$ cat config.mk
export PLATFORM = sky130hd
export DESIGN_NAME = pl_stage_mem
export DESIGN_NICKNAME = d
export VERILOG_FILES = /design/src/rtl/pl_stage_mem.sv
export SDC_FILE = /design/constraint.sdc
export NUM_CORES = 1
export LEC_CHECK = 0
export CAP_MARGIN = 20
export CORE_MARGIN = 3
export CORE_UTILIZATION = 28
export CTS_CLUSTER_DIAMETER = 30
export DETAILED_ROUTE_END_ITERATION = 16
export GPL_ROUTABILITY_DRIVEN = 0
export PLACE_DENSITY = 0.72
export SKIP_LAST_GASP = 1
export SYNTH_ARGS = -nofsm -noshare
export SYNTH_HDL_FRONTEND = slang
export SYNTH_SLANG_ARGS = --single-unit
$ cat constraint.sdc
create_clock -name clk -period 2.1 [get_ports clk]
set_input_delay 0.42 -clock clk [delete_from_list [all_inputs] [get_ports clk]]
set_output_delay 0.42 -clock clk [all_outputs]
set_load 0.03 [all_outputs]
$ cat src/rtl/pl_stage_mem.sv
// rtl/pl_stage_mem.sv - memory stage: bounded-wait data bus access, load alignment, MEM/WB register
module pl_stage_mem #(
  parameter int TIMEOUT = 16
) (
  input  logic        clk,
  input  logic        rst,
  input  logic        mvalid,
  input  logic [31:0] malu,
  input  logic [31:0] mb,
  input  logic        mwmem,
  input  logic        mm2reg,
  input  logic [2:0]  mfunct3,
  input  logic        mwreg,
  input  logic [4:0]  mrn,
  output logic        dreq,
  output logic        dwe,
  output logic [31:0] daddr,
  output logic [31:0] dwdata,
  output logic [3:0]  dbe,
  input  logic [31:0] drdata,
  input  logic        dready,
  output logic        mstall,
  output logic        wvalid,
  output logic        wwreg,
  output logic [4:0]  wrn,
  output logic [31:0] wd,
  output logic        wexc,
  output logic [1:0]  wcause
);

  typedef enum logic {IDLE, WAIT} state_t;

  localparam logic [7:0] CNT_LAST = 8'(TIMEOUT - 1);

  state_t      state_q, state_d;
  logic [7:0]  cnt_q, cnt_d;
  logic        wvalid_q, wvalid_d, wwreg_q, wwreg_d, wexc_q, wexc_d;
  logic [4:0]  wrn_q, wrn_d;
  logic [31:0] wd_q, wd_d;
  logic [1:0]  wcause_q, wcause_d;

  logic        memop, size_ok, misal, align_fault, abort, fault;
  logic [7:0]  ld_byte;
  logic [15:0] ld_half;
  logic [31:0] ld_data;

  always_comb begin
    memop = mvalid & (mwmem | mm2reg);
    if (mwmem) size_ok = (mfunct3 == 3'b000) | (mfunct3 == 3'b001) | (mfunct3 == 3'b010);
    else       size_ok = (mfunct3 == 3'b000) | (mfunct3 == 3'b001) | (mfunct3 == 3'b010) |
                         (mfunct3 == 3'b100) | (mfunct3 == 3'b101);
    misal = ((mfunct3[1:0] == 2'b01) & malu[0]) | ((mfunct3[1:0] == 2'b10) & (|malu[1:0]));
    align_fault = memop & (~size_ok | misal);
    // Inputs are held stable during WAIT, so the request stays asserted there unconditionally.
    dreq   = (state_q == WAIT) | (memop & size_ok & ~misal);
    abort  = dreq & ~dready & (cnt_q == CNT_LAST);
    mstall = dreq & ~dready & ~abort;
    fault  = align_fault | abort;
  end

  always_comb begin
    state_d = state_q;
    cnt_d   = cnt_q;
    if (dreq) begin
      if (dready || abort) begin
        state_d = IDLE;
        cnt_d   = 8'd0;
      end else begin
        state_d = WAIT;
        cnt_d   = cnt_q + 8'd1;
      end
    end
  end

  always_comb begin
    dwe    = mwmem;
    daddr  = {malu[31:2], 2'b00};
    dwdata = mb;
    dbe    = 4'b1111;
    case (mfunct3[1:0])
      2'b00: begin
        dwdata = {4{mb[7:0]}};
        if (mwmem) dbe = 4'b0001 << malu[1:0];
      end
      2'b01: begin
        dwdata = {2{mb[15:0]}};
        if (mwmem) dbe = 4'b0011 << {malu[1], 1'b0};
      end
      default: ;
    endcase
  end

  always_comb begin
    case (malu[1:0])
      2'b00:   ld_byte = drdata[7:0];
      2'b01:   ld_byte = drdata[15:8];
      2'b10:   ld_byte = drdata[23:16];
      default: ld_byte = drdata[31:24];
    endcase
    ld_half = malu[1] ? drdata[31:16] : drdata[15:0];
    case (mfunct3)
      3'b000:  ld_data = {{24{ld_byte[7]}}, ld_byte};
      3'b100:  ld_data = {24'd0, ld_byte};
      3'b001:  ld_data = {{16{ld_half[15]}}, ld_half};
      3'b101:  ld_data = {16'd0, ld_half};
      default: ld_data = drdata;
    endcase
  end

  always_comb begin
    wvalid_d = wvalid_q;
    wwreg_d  = wwreg_q;
    wexc_d   = wexc_q;
    wrn_d    = wrn_q;
    wd_d     = wd_q;
    wcause_d = wcause_q;
    if (mstall) begin
      wvalid_d = 1'b0;
      wwreg_d  = 1'b0;
      wexc_d   = 1'b0;
    end else begin
      wvalid_d = mvalid & ~fault;
      wwreg_d  = mwreg & ~fault;
      wexc_d   = fault;
      wrn_d    = mrn;
      wd_d     = mm2reg ? ld_data : malu;
      wcause_d = abort ? 2'b10 : (align_fault ? 2'b01 : 2'b00);
    end
  end

  always_ff @(posedge clk or posedge rst) begin
    if (rst) begin
      state_q  <= IDLE;
      cnt_q    <= 8'd0;
      wvalid_q <= 1'b0;
      wwreg_q  <= 1'b0;
      wexc_q   <= 1'b0;
      wrn_q    <= 5'd0;
      wd_q     <= 32'd0;
      wcause_q <= 2'b00;
    end else begin
      state_q  <= state_d;
      cnt_q    <= cnt_d;
      wvalid_q <= wvalid_d;
      wwreg_q  <= wwreg_d;
      wexc_q   <= wexc_d;
      wrn_q    <= wrn_d;
      wd_q     <= wd_d;
      wcause_q <= wcause_d;
    end
  end

  assign wvalid = wvalid_q;
  assign wwreg  = wwreg_q;
  assign wexc   = wexc_q;
  assign wrn    = wrn_q;
  assign wd     = wd_q;
  assign wcause = wcause_q;

endmodule

### Word-level counts from Yosys, hierarchy flattened

Index checks and enable logic that the tools add are counted.

| cells by class | value |
|---|---|
| $add $sub $neg | 1 |
| eq/ne operators | 9 |
| shift-type cells | 2 |
| multiplexer cells | 16 |
| bitwise logic cells | 25 |
| reduce and logical (&&, ||, !) cells | 5 |

Operators by type and width:

| kind | number |
|---|---|
| case mux 32 bit (4 select lines) | 1 |
| case mux 32 bit (2 select lines) | 1 |
| two-way mux 32 bit | 1 |
| case mux 8 bit (3 select lines) | 1 |
| two-way mux 16 bit | 1 |
| AND 1 bit | 11 |
| OR 1 bit | 9 |
| adder 8 x 1 -> 8 bit, second input constant | 1 |
| == test 8 x 4 -> 1 bit, second input constant | 1 |
| two-way mux 4 bit | 2 |
| two-way mux 8 bit | 1 |
| case mux 4 bit (2 select lines) | 1 |
| == test 3 bit, second input constant | 2 |
| two-way mux 1 bit | 6 |
| NOT 1 bit | 5 |
| == test 2 x 1 -> 1 bit, second input constant | 2 |
| == test 2 bit, second input constant | 2 |
| zero test 2 bit | 2 |
| left shift 1 x 2 -> 4 bit, first input constant | 1 |
| left shift 2 x 2 -> 4 bit, first input constant | 1 |
| == test 3 x 1 -> 1 bit, second input constant | 1 |
| == test 3 x 2 -> 1 bit, second input constant | 1 |
| zero test 3 bit | 1 |
| two-way mux 2 bit | 1 |
| 2 further kinds | 2 |

| word-level totals | value |
|---|---|
| register bits after elaboration | 51 |
| bits of input ports | 111 |
| output and inout port bits | 113 |
| word-level logic and storage cells | 66 |

### Logic depth before layout (Yosys ltp)

Gate-level depths: netlist of the first run.

| depth | value |
|---|---|
| depth in word-level cells | 15 |
| gate-level depth with buffers | 7 |
| depth with buffers taken out | 6 |

### Worst setup path after synthesis of the first run

No wires, ideal clock.

| timing path | value |
|---|---|
| path kind | input -> output |
| start | input port mfunct3[0] |
| end | output port dwdata[24] |
| arrival time | 1830 ps |
| data required time | 1680 ps |
| slack | -150 ps |
| stages on the path | 5 |
| buffers on the path | 3 |
| cell sequence | buf_2 > buf_2 > buf_2 > mux2i_1 > o21ai_0 |

| between the ends | value |
|---|---|
| cells in the longest elaborated chain, start to end | 2 |
| elaborated cells between the ends (all ways) | 3 |
| those cells by class | eq/ne: 1; mux: 1; reduce/logical: 1 |

Ends and longest elaborated chain:

| element | line | text |
|---|---|---|
| start, declared | 12 | `input logic [2:0] mfunct3,` |
| == test 2 x 1 -> 1 bit or zero test 2 bit (tied branches) | 80 | `case (mfunct3[1:0])` |
| case mux 32 bit (2 select lines) (*) | 80 |  |
| end, declared | 18 | `output logic [31:0] dwdata,` |

Mark *: on every way between the ends. The rest lies on a longest branch, timed or not.

### Worst setup path after layout of the first run

| timing path | value |
|---|---|
| start | input port malu[22] |
| end | output port daddr[22] |

RTL lines:

| element | line | text |
|---|---|---|
| start, declared | 8 | `input logic [31:0] malu,` |
| end, declared | 17 | `output logic [31:0] daddr,` |

No word-level cell between the ends.

==> metrics.md, run 1 <==
| Metric | Value |
|---|---|
| GR met2 Demand/Resource | `0.366` |
| # diodes | `0` |
| GRT Overall Usage | `0.198` |
| Largest family of logic cells by synthesized area | `compound AO/OA/AOI/OAI gates` |
| Layout Skew | `0.00516 ns` |
| Period minus WS final | `2.07 ns` |
| Largest net degree at the start of global routing | `52` |
| Final setup viols | `0` |
| Total Wirelength | `15.0 mm` |
| Drc violations | `0` |
| CP startpoint kind | `primary input` |
| RSZ-0062 raised after global routing | `yes` |
| Initial antenna violation count | `0` |
| LEAKAGE | `2.88 nW` |
| Synth Area per Inst | `9.27 µm²` |
| Clk pin slew, worst setup/hold paths | `0.07 ns` |
| Layout cells sized above 1 | `0.269` |
| Met1 GRT Util | `0.223` |
| GR Overflow Total | `0` |
| TritonCTS clock tree | `done` |
| Root buffer cell | `clkbuf_16` |
| Die X | `122 µm` |
| Post-layout instance area | `~6700 µm²` |
| Final Cycle Share | `0.986` |
| Critical path class | `primary input to primary output` |
| Final nets | `roughly 760` |
| Top delay family on crit path | `buffers and inverters` |
| Status | `completed` |
| CP endpoint kind | `primary output` |
| Post-layout util | `0.520` |
| Required arrival time at the worst endpoint | `1.68 ns` |
| First-pass GRT wire length | `between 20 and 25 mm` |
| Worst path cell trace | `clkdlybuf4s50_1, clkdlybuf4s50_1` |
| Setup TNS | `0 ns` |
| Top cell by count, worst path | `clkdlybuf4s50_1` |
| Post-synthesis compound-gate area fraction | `0.239` |
| Worst path bufs/invs | `2` |
| Simple-Gate Fraction of Synth Area | `0.114` |
| H-tree levels | `2` |
| Port Buf Inserts | `221` |
| Critical-path maximum fanout | `2` |
| Die Height | `122 µm` |
| Die area | `roughly 15000 µm²` |
| Netlist cell types | `51` |
| Fraction of synthesized area in multiplexers | `0.161` |
| Worst path max stage delay | `about 0.7 ns` |
| Clock buffer depth | `2` |
| Vias/cell | `between 5 and 6` |
| Post-Place Cell Area | `6350 µm²` |
| Final hold violations | `0` |
| Seq cells post-synth | `51` |
| Pins Over Slew Limit | `0` |
| Synth Cell Area | `between 3000 and 4000 µm²` |
| Effective utilization at floorplan | `0.291` |
| Max VDD drop | `0.303 mV` |
| Routed vias | `4147` |
| Crit-path slowest cell | `clkdlybuf4s50_1` |
| ANT nets after route | `0` |
| Adder-Cell Fraction of Synth Area | `0.00335` |
| IO Pins | `about 220` |
| Clk sinks | `51` |
| Pwr Density | `between 500 and 600 nW/µm²` |
| Initial DRC count | `315` |
| XOR/XNOR Fraction of Synth Area | `0` |
| Tot Pwr | `3.65 mW` |
| Core Rows | `41` |
| Max Cap Viol | `0` |
| Seq/Total Area, Yosys | `0.342` |
| GRT busiest layer | `met2` |
| Pre-antenna DRT Iters | `4` |
| Cells after Synth | `403` |
| Fmax | `483 MHz` |
| Synth warnings | `0` |
| HP Class | `primary input to asynchronous set/reset pin` |
| Number of global-route vias before repair | `4409` |
| Worst EP arrival | `1.65 ns` |
| Area Overhead vs Synth | `78.5%` |
| Met3 usage | `0.0429` |
| Cts hold-fix bufs | `0` |
| WL/cell | `roughly 18 µm` |
| Core footprint | `roughly 13000 µm²` |
| CTS buffer count | `5` |
| Clk_lat worst skew | `0.29 ns` |
| Detail Placement HPWL | `approximately 12 mm` |
layer usage:
layer | share of wire | wire, µm
met1 | 0.38 | 5670
met2 | 0.52 | 7790
met3 | 0.075 | 1130
met4 | 0.026 | 393
met5 | 0 | 0
through the flow:
step | worst slack (ns) | instances | hold slack (ns)
after floorplan | 0.0395 | 404 | 0.487
after global placement | -0.391 | 794 | 0.491
after detailed placement | -0.411 | 794 | 0.495
after CTS | -0.0940 | 811 | 0.510
after global routing | -0.0212 | 816 | 0.528
final | 0.0290 | 816 | 0.499
final timing paths:
| path | start | endpoint | slack [ns] | depth (start not counted) |
|---|---|---|---|---|
| hold reg to reg | wrn[2]$_DFFE_PP0N_ | wrn[2]$_DFFE_PP0N_ | 0.51 | 1 |
| setup / recovery | malu[22] | daddr[22] | 0.03 | 2 |
| hold / removal | rst | wrn[3]$_DFFE_PP0N_ | 0.50 | 3 |
| setup reg to reg | cnt_q[0]$_DFFE_PP0N_ | wrn[2]$_DFFE_PP0N_ | 0.21 | 8 |
| max in group asynchronous | rst | wd[19]$_DFFE_PP0N_ | 1.36 | 3 |
| min in group clk | wrn[2]$_DFFE_PP0N_ | wrn[2]$_DFFE_PP0N_ | 0.51 | 1 |
kinds of logic after synthesis:
| kind of cell | Yosys count |
|---|---|
| AOI/OAI and AO/OA | 131 |
| buffers and inverters | 88 |
| and+or+nand+nor | 79 |
| muxes | 52 |
| DFF | 51 |
| adders and majority gates | 1 |
| other | 1 |
sequential cells by signal (all words and copies together), names as in the netlist:
register / count
cnt_q: 8
state_q: 1
wcause: 2
wd: 32
wexc: 1
wrn: 5
wvalid: 1
wwreg: 1
cell usage in the layout (no fill, tap or decap), types with 3 or more instances in the layout:
cell	n
a211oi_1	21
a21oi_1	24
a22o_1	6
a22oi_1	3
a2bb2oi_1	6
a31oi_1	22
and3_1	12
buf_12	17
buf_4	87
buf_6	4
clkbuf_16	5
clkdlybuf4s15_2	5
clkdlybuf4s50_1	176
dfrtp_1	51
dlygate4sd2_1	12
inv_1	13
inv_2	3
mux2_2	26
mux2_4	7
mux2i_1	18
nand2_1	22
nand2b_1	9
nand3_1	6
nor2_1	8
nor2b_1	4
nor3_1	5
o21ai_0	8
o21ai_1	9
o22ai_1	17
synth_stat cells (all sizes together):
cell     number  share of area
mux2i        18          0.048
o22ai        17          0.028
o21bai        1         0.0020
a31oi        22          0.037
nand4b        2         0.0047
o211ai        1         0.0020
or4           1         0.0020
o2111ai       1         0.0040
ha            1         0.0033
a211oi       21          0.042
a2bb2oi       6          0.014
o21ba         1         0.0044
a21oi        26          0.038
and3         12          0.020
nand2b        9          0.015
o31ai         1         0.0020
nor2b         4         0.0067
nor4          2         0.0074
and2          2         0.0033
inv          16          0.016
mux2         33           0.11
a22oi         3         0.0060
clkinv        1         0.0010
clkbuf       16          0.019
mux4          1         0.0060
buf          55           0.10
nor2         10          0.010
nand3         6         0.0080
and4b         1         0.0027
a41oi         1         0.0023
o21ai        20          0.031
a22o          6          0.014
nand2        22          0.022
nor3          5         0.0067
a221oi        2         0.0064
nor3b         1         0.0020
conb          1         0.0010
or3           2         0.0033
a222oi        2         0.0054
dfrtp        51           0.34
final cells by class:
type                    instances  area (µm²)
clock buffers                   6         139
clock inverters                 1        5.00
fillers                      1177        6160
inverters                      17        63.8
multi-input cells             265        1980
flip-flops and latches         51        1280
well taps                     172         215
repair buffers                304        2990
timing repair:
| action | 4_1_cts | 5_1_grt |
|---|---|---|
| endpoints found under the setup margin | 38 | 11 |
| hold endpoints to repair | 0 | 0 |
| buffers inserted | 10 | 5 |
| pin swaps | 2 | 4 |
| resized for setup | 39 | 8 |
report_power, final:
group          internal, mW  leakage [nW]  switching, mW
Sequential             1.10         0.624         0.0707
Clock                 0.466        0.0727          0.358
Combinational         0.812          2.18          0.850
No activity file was read; power rests on OpenSTA's default activity.
==> run 2: changes to the inputs <==
Settings changed: REMOVE_ABC_BUFFERS set to 1.
==> run 2 against run 1 <==
  * Non-clock buffer count shrank 15
  * Hold slack gained 0.0036 ns
  * Global-route usage grew 0.26 points
  * Die area is the same
  * Sequential share of layout area grew 0.60 points
  * Design area shrank 3.1%
  * Flip-flop and latch count is the same
  * Critical path depth grew 4
  * Register-to-register slack gained 0.03 ns
  * Wire length shrank 0.47%
  * Clock-buffer cell count grew 1
  * Utilization shrank 1.6 points
  * Largest cell class unchanged
==> metrics.md, run 2 (synthesis gave the netlist of run 1 again) <==
| Metric | Value |
|---|---|
| Pins Over Slew Limit | `0 (unchanged)` |
| Die area | `14800 µm² (unchanged)` |
| Hold_ws | `0.502 ns (was 0.499 ns)` |
| Root buffer cell | `clkbuf_16 (unchanged)` |
| CP startpoint kind | `flip-flop (was primary input)` |
| RSZ-0062 raised after global routing | `yes (unchanged)` |
| Post-layout util | `0.504 (was 0.520)` |
| Period minus WS final | `2.06 ns (was 2.07 ns)` |
| Worst path cell trace | `ha_2, and4b_1, a21oi_4, o21ai_4, inv_4, buf_6 (was clkdlybuf4s50_1, clkdlybuf4s50_1)` |
| Max Cap Viol | `0 (unchanged)` |
| Clk pin slew, worst setup/hold paths | `0.07 ns (about the same)` |
| Detail Placement HPWL | `11.8 mm (was 12.1 mm)` |
| Worst EP arrival | `1.64 ns (was 1.65 ns)` |
| Commonest non-fill, non-tap cell in the layout | `clkdlybuf4s50_1 (unchanged)` |
| Final nets | `741 (was 756)` |
| IO Pins | `224 (unchanged)` |
| TritonCTS clock tree | `done (unchanged)` |
| Effective utilization at floorplan | `0.291 (unchanged)` |
| Final setup viols | `0 (unchanged)` |
| Number of global-route vias before repair | `4439 (was 4409)` |
| Clock power share | `0.223 (was 0.226)` |
| Total internal power | `2.32 mW (was 2.37 mW)` |
| H-tree levels | `2 (unchanged)` |
| GRT Overall Usage | `0.201 (was 0.198)` |
| Routed vias | `4097 (was 4147)` |
| Pwr Density | `555 nW/µm² (was 548 nW/µm²)` |
| Final hold violations | `0 (unchanged)` |
| Drc violations | `0 (unchanged)` |
| Initial antenna violation count | `1 (was 0)` |
| Clk_lat worst skew | `0.29 ns (about the same)` |
| HP Class | `primary input to asynchronous set/reset pin (unchanged)` |
| Commonest non-fill, non-tap cells in the layout | `clkdlybuf4s50_1 (176), buf_4 (76), dfrtp_1 (51) (was clkdlybuf4s50_1 (176), buf_4 (87), dfrtp_1 (51))` |
| Max reg flops | `32 (unchanged)` |
| Largest net degree at the start of global routing | `52 (unchanged)` |
| Sequential power share | `0.326 (was 0.319)` |
| Core Rows | `41 (unchanged)` |
| Required arrival time at the worst endpoint | `1.68 ns (about the same)` |
| Sw Share | `0.354 (was 0.350)` |
| Vias/cell | `5.11 (was 5.08)` |
| Total Wirelength | `14.9 mm (was 15.0 mm)` |
| # diodes | `0 (unchanged)` |
| Pre-antenna DRT Iters | `5 (was 4)` |
| Layout cells sized above 1 | `0.243 (was 0.269)` |
| CP endpoint kind | `primary output (unchanged)` |
| Status | `completed (unchanged)` |
| Critical-path maximum fanout | `3 (was 2)` |
| Die X | `122 µm (unchanged)` |
| Combinational Power Share | `0.451 (was 0.455)` |
| LEAKAGE | `2.78 nW (was 2.88 nW)` |
| Final Cycle Share | `0.983 (was 0.986)` |
| Area Overhead vs Synth | `73.0% (was 78.5%)` |
| Clk sinks | `51 (unchanged)` |
| ANT nets after route | `0 (unchanged)` |
| Port Buf Inserts | `221 (unchanged)` |
| GR Overflow Total | `0 (unchanged)` |
| Worst path max stage delay | `0.40 ns (was 0.70 ns)` |
| Fmax | `484 MHz (was 483 MHz)` |
| First-pass GRT wire length | `23.6 mm (was 23.0 mm)` |
| Initial DRC count | `225 (was 315)` |
| Critical path class | `flip-flop to primary output (was primary input to primary output)` |
| Cts hold-fix bufs | `0 (unchanged)` |
| Die Height | `122 µm (unchanged)` |
| Layout Skew | `0.00435 ns (was 0.00516 ns)` |
| Clock buffer depth | `2 (unchanged)` |
| CTS buffer count | `5 (unchanged)` |
| Max VDD drop | `0.311 mV (was 0.303 mV)` |
| Core footprint | `12800 µm² (unchanged)` |
| Sw Pwr | `1.27 mW (was 1.28 mW)` |
| Crit-path slowest cell | `dfrtp_1 (was clkdlybuf4s50_1)` |
| WL/cell | `18.6 µm (was 18.4 µm)` |
-- run 2: final timing paths --
| check | start | endpoint | slack (ns) | cells after the start |
|---|---|---|---|---|
| min in group clk | wrn[3]$_DFFE_PP0N_ | wrn[3]$_DFFE_PP0N_ | 0.51 | 1 |
| worst min register to register | wrn[3]$_DFFE_PP0N_ | wrn[3]$_DFFE_PP0N_ | 0.51 | 1 |
| max in group asynchronous | rst | cnt_q[3]$_DFFE_PP0N_ | 1.35 | 3 |
| worst max-delay path | cnt_q[0]$_DFFE_PP0N_ | mstall | 0.04 | 6 |
| worst min-delay path | rst | wd[0]$_DFFE_PP0N_ | 0.50 | 3 |
| worst max register to register | cnt_q[0]$_DFFE_PP0N_ | wd[22]$_DFFE_PP0N_ | 0.24 | 8 |
-- run 2: power by group through the flow --
stage | clock, mW | combinational, mW | sequential [mW]
4_1_cts | 0.820 | 1.63 | 1.17
5_1_grt | 0.870 | 1.72 | 1.19
3_5_place_dp | 0 | 1.59 | 1.19
3_3_place_gp | 0 | 1.58 | 1.19
6_report | 0.801 | 1.62 | 1.17
2_1_floorplan | 0 | 0.454 | 1.37
-- run 2: critical path, delay by kind of cell, from the launching register on --
kind                       cells  cell delay, ns
buffers and inverters          2            0.22
DFF                            1            0.40
AOI/OAI and AO/OA              2            0.28
adders and majority gates      1            0.19
and+or+nand+nor                1            0.25
-- run 2: timing repair --
item	in CTS	in global routing
resized for setup	46	9
endpoints found under the setup margin	45	6
gates cloned	0	0
pin swaps	5	4
buffers inserted	10	0
-- run 2: metrics by stage --
step / power [mW] / cell area (µm²) / setup TNS, ns / std cells / worst slack [ns]
after global routing: 3.77 / 6460 / -0.0482 / 802 / -0.0312
after floorplan: 1.83 / 3280 / -0.686 / 333 / -0.119
after detailed placement: 2.79 / 6220 / -19.91 / 784 / -0.486
final: 3.59 / 6460 / 0 / 802 / 0.0356
after CTS: 3.62 / 6450 / -0.00401 / 802 / -0.00290
after global placement: 2.76 / 6220 / -18.32 / 784 / -0.489
-- run 2: layer usage --
metal,share of wire,global-route usage
met2,0.52,0.368
met4,0.019,0.0504
met3,0.077,0.0499
met5,0.00087,0
met1,0.38,0.234
-- run 2: final cells by class --
| type | count | area [µm²] |
|---|---|---|
| sequential | 51 | 1280 |
| fill | 1229 | 6360 |
| tap | 172 | 215 |
| clock inverter | 1 | 5.00 |
| inverter | 17 | 66.3 |
| clock buffer | 7 | 133 |
| multi-input combinational | 265 | 1980 |
| timing repair buffer | 289 | 2790 |
